<file path="config.mk">
export PLATFORM = sky130hd
export DESIGN_NAME = wb_arbiter
export DESIGN_NICKNAME = d
export VERILOG_FILES = /design/src/rtl/wb_arbiter_pkg.sv /design/src/rtl/wb_watchdog.sv /design/src/rtl/wb_arbiter.sv
export SDC_FILE = /design/constraint.sdc
export NUM_CORES = 1
export LEC_CHECK = 0
export CORE_MARGIN = 2
export CORE_UTILIZATION = 21
export CTS_CLUSTER_SIZE = 14
export DETAILED_ROUTE_END_ITERATION = 16
export HOLD_SLACK_MARGIN = 0.06
export PLACE_DENSITY_LB_ADDON = 0.05
export SYNTH_ARGS = -nofsm -noshare
export SYNTH_HDL_FRONTEND = slang
export SYNTH_HIERARCHICAL = 1
export SYNTH_SLANG_ARGS = --single-unit
</file>
<file path="constraint.sdc">
create_clock -name d_clk -period 1.6 [get_ports d_clk]
set_input_delay 0.32 -clock d_clk [delete_from_list [all_inputs] [get_ports d_clk]]
set_output_delay 0.32 -clock d_clk [all_outputs]
set_load 0.03 [all_outputs]
</file>
<file path="src/rtl/wb_arbiter_pkg.sv">
// Shared Wishbone slice definitions: bus-width defaults taken from the config defines,
// the master identifier type and the watchdog counter sizing helper.
`ifndef WB_ADDR_W
`define WB_ADDR_W 24
`endif
`ifndef WB_DATA_W
`define WB_DATA_W 16
`endif
`ifndef WB_SEL_BITS
`define WB_SEL_BITS 2
`endif

package wb_arbiter_pkg;

  localparam int WB_ADDR_W_DEF = `WB_ADDR_W;
  localparam int WB_DATA_W_DEF = `WB_DATA_W;
  localparam int WB_SEL_W_DEF  = `WB_SEL_BITS;

  typedef enum logic {
    MST0 = 1'b0,
    MST1 = 1'b1
  } mst_e;

  // Smallest counter width that can hold the value 'limit'.
  function automatic int cnt_width(input int limit);
    return (limit < 2) ? 1 : $clog2(limit + 1);
  endfunction

endpackage

</file>
<file path="src/rtl/wb_watchdog.sv">
// Slave stall watchdog: counts stalled strobe cycles while a master owns the bus and
// raises a single-cycle timeout when the count reaches TMO.
module wb_watchdog
  import wb_arbiter_pkg::*;
#(
  parameter int TMO = 255
) (
  input  logic d_clk,
  input  logic i_rst,
  input  logic busy_i,
  input  logic stb_i,
  input  logic ack_i,
  input  logic err_i,
  output logic tmo_err_o
);

  localparam int CNT_W = cnt_width(TMO);
  localparam logic [CNT_W-1:0] LIMIT = CNT_W'(TMO);

  logic [CNT_W-1:0] cnt_q, cnt_d;
  logic             at_limit;
  logic             stall;

  assign at_limit  = (cnt_q == LIMIT);
  assign stall     = busy_i & stb_i & ~ack_i & ~err_i;
  // A slave ack landing on the terminal cycle wins over the timeout.
  assign tmo_err_o = busy_i & at_limit & ~ack_i;

  always_comb begin
    cnt_d = cnt_q;
    if (!busy_i || ack_i || err_i || at_limit) begin
      cnt_d = '0;
    end else if (stall && (cnt_q != '1)) begin
      cnt_d = cnt_q + CNT_W'(1);
    end
  end

  always_ff @(posedge d_clk) begin
    if (!i_rst) begin
      cnt_q <= '0;
    end else begin
      cnt_q <= cnt_d;
    end
  end

endmodule

</file>
<file path="src/rtl/wb_arbiter.sv">
// Two-master Wishbone arbiter with locked-cycle grants, round-robin on contention and a
// stall watchdog that converts a silent slave into a bus error for the owning master.
module wb_arbiter
  import wb_arbiter_pkg::*;
#(
  parameter int ADDR_W = WB_ADDR_W_DEF,
  parameter int DATA_W = WB_DATA_W_DEF,
  parameter int SEL_W  = WB_SEL_W_DEF,
  parameter int TMO    = 255
) (
  input  logic              d_clk,
  input  logic              i_rst,
  input  logic              m0_cyc,
  input  logic              m0_stb,
  input  logic              m0_we,
  input  logic [ADDR_W-1:0] m0_adr,
  input  logic [DATA_W-1:0] m0_o_dat,
  input  logic [SEL_W-1:0]  m0_sel,
  output logic [DATA_W-1:0] m0_i_dat,
  output logic              m0_ack,
  output logic              m0_err,
  input  logic              m1_cyc,
  input  logic              m1_stb,
  input  logic              m1_we,
  input  logic [ADDR_W-1:0] m1_adr,
  input  logic [DATA_W-1:0] m1_o_dat,
  input  logic [SEL_W-1:0]  m1_sel,
  output logic [DATA_W-1:0] m1_i_dat,
  output logic              m1_ack,
  output logic              m1_err,
  output logic              s_cyc,
  output logic              s_stb,
  output logic              s_we,
  output logic [ADDR_W-1:0] s_adr,
  output logic [DATA_W-1:0] s_o_dat,
  output logic [SEL_W-1:0]  s_sel,
  input  logic [DATA_W-1:0] s_i_dat,
  input  logic              s_ack,
  input  logic              s_err,
  output logic [1:0]        o_gnt
);

  localparam logic [1:0] ST_IDLE = 2'd0;
  localparam logic [1:0] ST_BUS0 = 2'd1;
  localparam logic [1:0] ST_BUS1 = 2'd2;

  logic [1:0]        state_q, state_d;
  mst_e              last_gnt_q, last_gnt_d;
  logic              req0, req1;
  logic              bus0, bus1;
  logic              tmo_err;
  logic              mux_cyc, mux_stb, mux_we;
  logic [ADDR_W-1:0] mux_adr;
  logic [DATA_W-1:0] mux_dat;
  logic [SEL_W-1:0]  mux_sel;

  assign req0 = m0_cyc & m0_stb;
  assign req1 = m1_cyc & m1_stb;

  always_comb begin
    state_d    = state_q;
    last_gnt_d = last_gnt_q;
    case (state_q)
      ST_IDLE: begin
        if (req0 && req1) begin
          state_d = (last_gnt_q == MST1) ? ST_BUS0 : ST_BUS1;
        end else if (req0) begin
          state_d = ST_BUS0;
        end else if (req1) begin
          state_d = ST_BUS1;
        end
      end
      ST_BUS0: begin
        if (!m0_cyc) begin
          state_d    = ST_IDLE;
          last_gnt_d = MST0;
        end
      end
      ST_BUS1: begin
        if (!m1_cyc) begin
          state_d    = ST_IDLE;
          last_gnt_d = MST1;
        end
      end
      default: state_d = ST_IDLE;
    endcase
  end

  always_ff @(posedge d_clk) begin
    if (!i_rst) begin
      state_q    <= ST_IDLE;
      last_gnt_q <= MST1;
    end else begin
      state_q    <= state_d;
      last_gnt_q <= last_gnt_d;
    end
  end

  // Reset also gates the grant combinationally so outputs drop in the reset cycle itself.
  assign bus0  = i_rst & (state_q == ST_BUS0);
  assign bus1  = i_rst & (state_q == ST_BUS1);
  assign o_gnt = {bus1, bus0};

  always_comb begin
    mux_cyc = 1'b0;
    mux_stb = 1'b0;
    mux_we  = 1'b0;
    mux_adr = '0;
    mux_dat = '0;
    mux_sel = '0;
    if (bus0) begin
      mux_cyc = m0_cyc;
      mux_stb = m0_cyc & m0_stb;
      mux_we  = m0_we;
      mux_adr = m0_adr;
      mux_dat = m0_o_dat;
      mux_sel = m0_sel;
    end else if (bus1) begin
      mux_cyc = m1_cyc;
      mux_stb = m1_cyc & m1_stb;
      mux_we  = m1_we;
      mux_adr = m1_adr;
      mux_dat = m1_o_dat;
      mux_sel = m1_sel;
    end
  end

  wb_watchdog #(
    .TMO(TMO)
  ) u_watchdog (
    .d_clk    (d_clk),
    .i_rst    (i_rst),
    .busy_i   (mux_cyc),
    .stb_i    (mux_stb),
    .ack_i    (s_ack),
    .err_i    (s_err),
    .tmo_err_o(tmo_err)
  );

  assign s_cyc   = mux_cyc;
  assign s_stb   = mux_stb & ~tmo_err;
  assign s_we    = mux_we;
  assign s_adr   = mux_adr;
  assign s_o_dat = mux_dat;
  assign s_sel   = mux_sel;

  assign m0_ack   = bus0 & s_ack;
  assign m0_err   = bus0 & (s_err | tmo_err);
  assign m0_i_dat = bus0 ? s_i_dat : '0;
  assign m1_ack   = bus1 & s_ack;
  assign m1_err   = bus1 & (s_err | tmo_err);
  assign m1_i_dat = bus1 ? s_i_dat : '0;

endmodule

</file>
==> results of run 1 <==
## routing by layer
layer  up-vias  track usage
li1       1160            -
met5         -            0
met4         0       0.0656
met1      1189        0.297
met3        21       0.0984
met2       119        0.473
## cell families after synthesis
logic type      synth area share
simple gates               0.350
fa+ha+maj                0.00952
xor+xnor                 0.00667
flops                      0.168
compound gates             0.388
buf+inv                   0.0781
## flip-flops by register name, indices dropped and copies added (netlist names)
register	cells
last_gnt_q	1
u_watchdog/cnt_q	8
state_q	2
## synthesized netlist by cell type, drive strengths merged, types with 2 or more instances
cell type	instances	area share
nand4	2	0.0095
o22ai	2	0.0095
dfxtp	11	0.17
and2	35	0.17
nor2	6	0.017
buf	15	0.061
nand2	9	0.026
nand3	3	0.011
or4	2	0.011
nand3b	6	0.034
and4bb	2	0.019
o21ai	4	0.015
a21oi	5	0.019
or3	3	0.014
a22o	43	0.29
inv	6	0.017
## power by group
group          internal, uW  total [uW]  switching [uW]
Combinational           507         824             317
Sequential              278         281            3.07
Clock                   175         277             102
Total                   960        1380             422
## critical path, stage by stage, from the launching register on
cell and delay, ns:
dfxtp_2 0.35, buf_6 0.11, nand3b_1 0.15, buf_6 0.14
inv_8 0.05, buf_12 0.14, clkbuf_16 0.16, a22o_4 0.26
buf_12 0.14
## per-stage QoR
step,setup TNS [ns],instances,area [sq um]
floorplan,-1.25,172,1370
global placement,-50.96,462,3470
detailed placement,-52.52,462,3470
CTS,-29.71,488,4330
global route,-36.66,499,4640
finish,-30.03,499,4640
## repair_timing
| action | CTS | global route |
|---|---|---|
| gates cloned | 7 | 5 |
| pin swaps | 29 | 51 |
| resized for setup | 129 | 64 |
| endpoints found under the setup margin | 91 | 91 |
| setup buffers | 15 | 13 |
## final cells by class
cell class | count | area, sq um
timing repair buffer | 263 | 2960
fill | 384 | 1350
multi-input combinational | 140 | 1270
sequential | 11 | 225
tap | 75 | 93.8
clock buffer | 4 | 45.0
inverter | 6 | 42.5
## final timing paths
path	start	slack, ns	cells after the start	endpoint
setup / recovery	state_q[1]	-0.46	8	s_o_dat[9]
hold reg to reg	last_gnt_q	0.52	2	last_gnt_q
hold / removal	last_gnt_q	0.52	2	last_gnt_q
setup reg to reg	state_q[0]	-0.39	9	u_watchdog/cnt_q[5]
==> flow_summary.json, run 1 <==
{
  "drv_slew": 0,
  "crit_fanout": 7,
  "worst_pin_slew_ns": 0.260,
  "async_flop_share": 0,
  "violations": "setup timing",
  "period_minus_slack_ns": 2.06,
  "viasPerCell": 4.99,
  "drc_errors": 0,
  "holdWs_ns": 0.524,
  "avgSynthCellArea_sq_um": 7.64,
  "antenna_found_initial": 0,
  "syn_inst": 172,
  "finalSetupViolations": 90,
  "postRouteAntennaNets": 0,
  "required_ns": 1.28,
  "cellPowerDensity_nw_per_um2": 298,
  "drive_gt1_frac": 0.531,
  "grt_max_degree": 15,
  "areaGrowthSynthToFinish_pct": 253,
  "layout_setup_ws_ns": -0.463,
  "max_freq_mhz": 485,
  "final_cell_mix": "106 x clkdlybuf4s50_1, 91 x buf_6, 33 x a22o_1, 33 x buf_4, 32 x and2_4",
  "grt-ovfl-total": 0,
  "initial_core_util": 0.219,
  "core_sq_um": 5990,
  "synth_flop_cell": "dfxtp_1",
  "pre_cts_ws_ns": -1.01,
  "cp-start-kind": "register",
  "synth_seq_cells": 11,
  "antennaDiodeCount": 0,
  "wirelength_um": 10500,
  "io_pins": 193,
  "synth_fp_nets": 283,
  "setup.worst_path.class": "register to output pin",
  "hold_viol": 0,
  "wl_met2_um": 5400,
  "die_h_um": 83.1,
  "grt_pass1_wl_um": 14400,
  "top_layer": "met4",
  "met1Wirelength_um": 3870,
  "mostFrequentLayoutCell": "clkdlybuf4s50_1",
  "first_pass_iters": 4,
  "fin_nets": 536,
  "rows": 28,
  "die_area_sq_um": 6900,
  "grt_pass1_vias": 2457,
  "hold_buffers": 0,
  "met3_length_um": 919,
  "clockBufferDepth": 2,
  "relSlewSlack": 0.825,
  "cts_buffers": 3,
  "synth-seq-area-share": 0.168,
  "root_buffer": "clkbuf_8",
  "path_clk_slew_ns": 0.05,
  "via_count": 2489,
  "wl_per_cell_um": 21.0,
  "cts_tree": "yes",
  "p_total_uw": 1380,
  "finalClockSkew_ns": 0.00365,
  "post-route-period-util": 1.29,
  "syn-cell-area_sq_um": 1310,
  "synth.distinct_cells": 36,
  "portBuffers": 192,
  "yosys_warnings": 6,
  "cts.sinks": 11,
  "drt_iter0_drc": 45,
  "track_usage": 0.265,
  "maxCapViolations": 0,
  "peakVddDrop_mv": 0.470,
  "outcome": "finished with violations",
  "fin_util": 0.774,
  "rsz0062_at_grt": "yes",
  "place_hpwl_um": 7020,
  "place.gp.congestion": 0.873,
  "synth_edf_count": 0,
  "h-tree-depth": 1,
  "insertion_delay_ns": 0.24,
  "cp-end-kind": "output pin",
  "die_w_um": 83.1,
  "hp-class": "register to register",
  "crit_arrival_ns": 1.74,
  "leakage_uw": 0.00203
}
No activity file was read; power rests on OpenSTA's default activity.
==> run 2, diff against run 1 <==
--- a/config.mk
+++ b/config.mk
@@ -13,5 +13,4 @@
 export PLACE_DENSITY_LB_ADDON = 0.05
 export SYNTH_ARGS = -nofsm -noshare
 export SYNTH_HDL_FRONTEND = slang
-export SYNTH_HIERARCHICAL = 1
 export SYNTH_SLANG_ARGS = --single-unit
==> run 2 against run 1 <==
The flow still finishes with violations (setup timing). Synthesized cell count decreased by 1.2%. Flip-flop and latch count unchanged. Critical path depth shrank 3. Critical path type unchanged.
==> flow_summary.json, run 2 <==
{
  "cp-end-kind": "output pin",
  "wirelength_um": 8740,
  "rows": 28,
  "hp-class": "input port to register",
  "finalClockSkew_ns": 0.00330,
  "synth_fa_ha_area_frac": 0.00971,
  "regMostFlops": "u_watchdog.cnt_q",
  "peakVddDrop_mv": 0.617,
  "async_flop_share": 0,
  "synth_xor_xnor_area_share": 0.0136,
  "synth_edf_count": 0,
  "grt-ovfl-total": 0,
  "crit_fanout": 31,
  "period_minus_slack_ns": 1.84,
  "synthTopCellsByArea": "a22o_1 29%, dfxtp_1 17%, and2_1 17%, a21oi_1 3.5%, clkbuf_1 3.5%",
  "core_sq_um": 5920,
  "worst-r2r-cell-count": 6,
  "synth_mux_area_frac": 0.00777,
  "synth_commonest_cells": "43 x a22o_1, 34 x and2_1, 12 x clkbuf_1, 11 x dfxtp_1, 9 x a21oi_1",
  "cp-start-kind": "register",
  "place.gp.congestion": 0.843,
  "synth_compound_area_frac": 0.404,
  "mostFrequentLayoutCell": "clkdlybuf4s50_1",
  "die_area_sq_um": 6780,
  "synth_seq_cells": 11,
  "drc_errors": 0,
  "path_clk_slew_ns": 0.05,
  "synth_fp_nets": 281,
  "syn_inst": 170,
  "synth.top_cell.area_share": 0.292,
  "p_total_uw": 2460,
  "violations": "setup timing",
  "syn-cell-area_sq_um": 1290,
  "fin_nets": 504,
  "clockBufferDepth": 2,
  "root_buffer": "clkbuf_8",
  "insertion_delay_ns": 0.24,
  "reg2reg_setup_slack_ns": -0.19,
  "rsz0062_at_grt": "yes",
  "max_freq_mhz": 544,
  "pre_cts_ws_ns": -0.584,
  "cellPowerDensity_nw_per_um2": 574,
  "setup.worst_path.class": "register to output pin",
  "io_pins": 193,
  "synth_top_family_by_area": "compound AO/OA/AOI/OAI gates",
  "final_cell_mix": "103 x clkdlybuf4s50_1, 64 x buf_6, 41 x a22o_2",
  "synthSimpleGateAreaFrac": 0.319,
  "wl_per_cell_um": 18.7,
  "place_hpwl_um": 6320,
  "crit_start": "state_q[0]",
  "reg2reg_to": "u_watchdog.cnt_q[6]",
  "via_count": 2226,
  "stdcell_area_sq_um": 4280,
  "required_ns": 1.28,
  "synth_largest_area_cell": "a22o_1",
  "die_w_um": 82.3,
  "post-route-period-util": 1.15,
  "viasPerCell": 4.77,
  "holdWs_ns": 0.440,
  "initial_core_util": 0.218,
  "drt_iter0_drc": 105,
  "drv_slew": 0,
  "areaGrowthSynthToFinish_pct": 232,
  "grt_max_degree": 32,
  "cts_buffers": 3,
  "layout_setup_ws_ns": -0.240,
  "maxCapViolations": 0,
  "crit_arrival_ns": 1.52,
  "first_pass_iters": 4,
  "grt_pass1_vias": 1919,
  "largest_register_ff_count": 8,
  "avgSynthCellArea_sq_um": 7.58,
  "postRouteAntennaNets": 0,
  "dpl_cell_area_sq_um": 3560,
  "grt_pass1_wl_um": 11000,
  "synth.distinct_cells": 35,
  "synth-seq-area-share": 0.171,
  "yosys_warnings": 0,
  "relSlewSlack": 0.722,
  "synthMostInstantiatedCell": "a22o_1",
  "antennaDiodeCount": 0,
  "cts_tree": "yes",
  "outcome": "finished with violations",
  "synth_flop_cell": "dfxtp_1",
  "leakage_uw": 0.00182,
  "antenna_found_initial": 0,
  "drive_gt1_frac": 0.574,
  "endpoint": "s_o_dat[15]",
  "fillers": 438,
  "portBuffers": 192,
  "h-tree-depth": 1,
  "cts.sinks": 11,
  "track_usage": 0.217,
  "fin_util": 0.723,
  "worst_pin_slew_ns": 0.414,
  "r2r-start": "state_q[0]",
  "hold_viol": 0,
  "die_h_um": 82.3,
  "top_regs": "u_watchdog.cnt_q (8), state_q (2), last_gnt_q (1)",
  "finalSetupViolations": 90
}
-- run 2: cell types whose count changed in the layout (fill, tap and decap cells not counted), sizes merged, moves of 2 or more --
cell / before / now
buf: 149 / 125
inv: 6 / 1
a21oi: 5 / 9
nand3b: 6 / 2
clkbuf: 9 / 6
clkdlybuf4s50: 106 / 103
a211oi: 0 / 2
and4bb: 2 / 0
clkinv: 0 / 2
nand4b: 0 / 2
o21ai: 4 / 6
o31ai: 1 / 3
-- run 2: report_power, final --
group / switching [uW] / leakage [uW] / internal, uW
combinational: 830 / 0.00170 / 1030
clock: 115 / 0.0000255 / 172
sequential: 18.6 / 0.0000914 / 293
total: 963 / 0.00182 / 1490
-- run 2: timing repair --
item / in CTS / in global routing
gates cloned: 1 / 4
resized for setup: 96 / 34
setup endpoints to repair: 91 / 91
hold buffers: 0 / 0
pin swaps: 15 / 15
setup buffers: 12 / 10
-- run 2: cell type report --
class	instances	area, sq um	area share
clock buffer	3	41.3	0.00965
timing repair buffer	236	2690	0.627
clock inverter	1	5.00	0.00117
multi-input combinational	139	1210	0.282
tap	75	93.8	0.0219
inverter	2	16.3	0.00380
sequential	11	230	0.0538
-- run 2: logic make-up (layout without fill, tap and decap cells) --
family,count (synthesis),in the layout
AND/OR/NAND/NOR,68,68
AO/OA/AOI/OAI,67,67
buffers and inverters,20,242
flip-flops,11,11
XOR/XNOR,2,2
adder cells (fa/ha/maj),1,1
multiplexers,1,1
-- run 2: routing by layer --
| layer | GRT usage | wire length [um] | vias up |
|---|---|---|---|
| met5 | 0 | 0 | - |
| met4 | 0.0433 | 67 | 0 |
| met3 | 0.0489 | 826 | 11 |
| met2 | 0.374 | 4500 | 82 |
| met1 | 0.276 | 3350 | 1049 |
| li1 | - | - | 1084 |
-- run 2: critical path, cell delays in order, from the launching register on --
cell      delay, ns
dfxtp_4        0.37
nand3b_1       0.19
clkinv_2       0.13
buf_12         0.18
a22o_2         0.24
buf_12         0.14
-- run 2: stage by stage --
stage / setup TNS [ns] / cells
2_1_floorplan: -1.74 / 170
6_report: -15.42 / 467
4_1_cts: -13.82 / 454
3_3_place_gp: -42.50 / 438
3_5_place_dp: -45.52 / 438
5_1_grt: -20.64 / 467
-- run 2: worst min path at each step --
stage,end,cells after the start,slack [ns],startpoint
after floorplan,last_gnt_q,1,0.38,i_rst
after global placement,u_watchdog.cnt_q[7],2,0.46,u_watchdog.cnt_q[7]
after detailed placement,u_watchdog.cnt_q[7],2,0.48,u_watchdog.cnt_q[7]
after CTS,u_watchdog.cnt_q[7],2,0.49,u_watchdog.cnt_q[7]
after global routing,last_gnt_q,3,0.47,i_rst
final,last_gnt_q,3,0.44,i_rst
==> run 3, diff against run 2 <==
--- a/config.mk
+++ b/config.mk
@@ -9,6 +9,7 @@
 export CORE_UTILIZATION = 21
 export CTS_CLUSTER_SIZE = 14
 export DETAILED_ROUTE_END_ITERATION = 16
+export GPL_ROUTABILITY_DRIVEN = 0
 export HOLD_SLACK_MARGIN = 0.06
 export PLACE_DENSITY_LB_ADDON = 0.05
 export SYNTH_ARGS = -nofsm -noshare
==> results of run 3 <==
Final layout, timing and power as in run 2 (identical DEF).
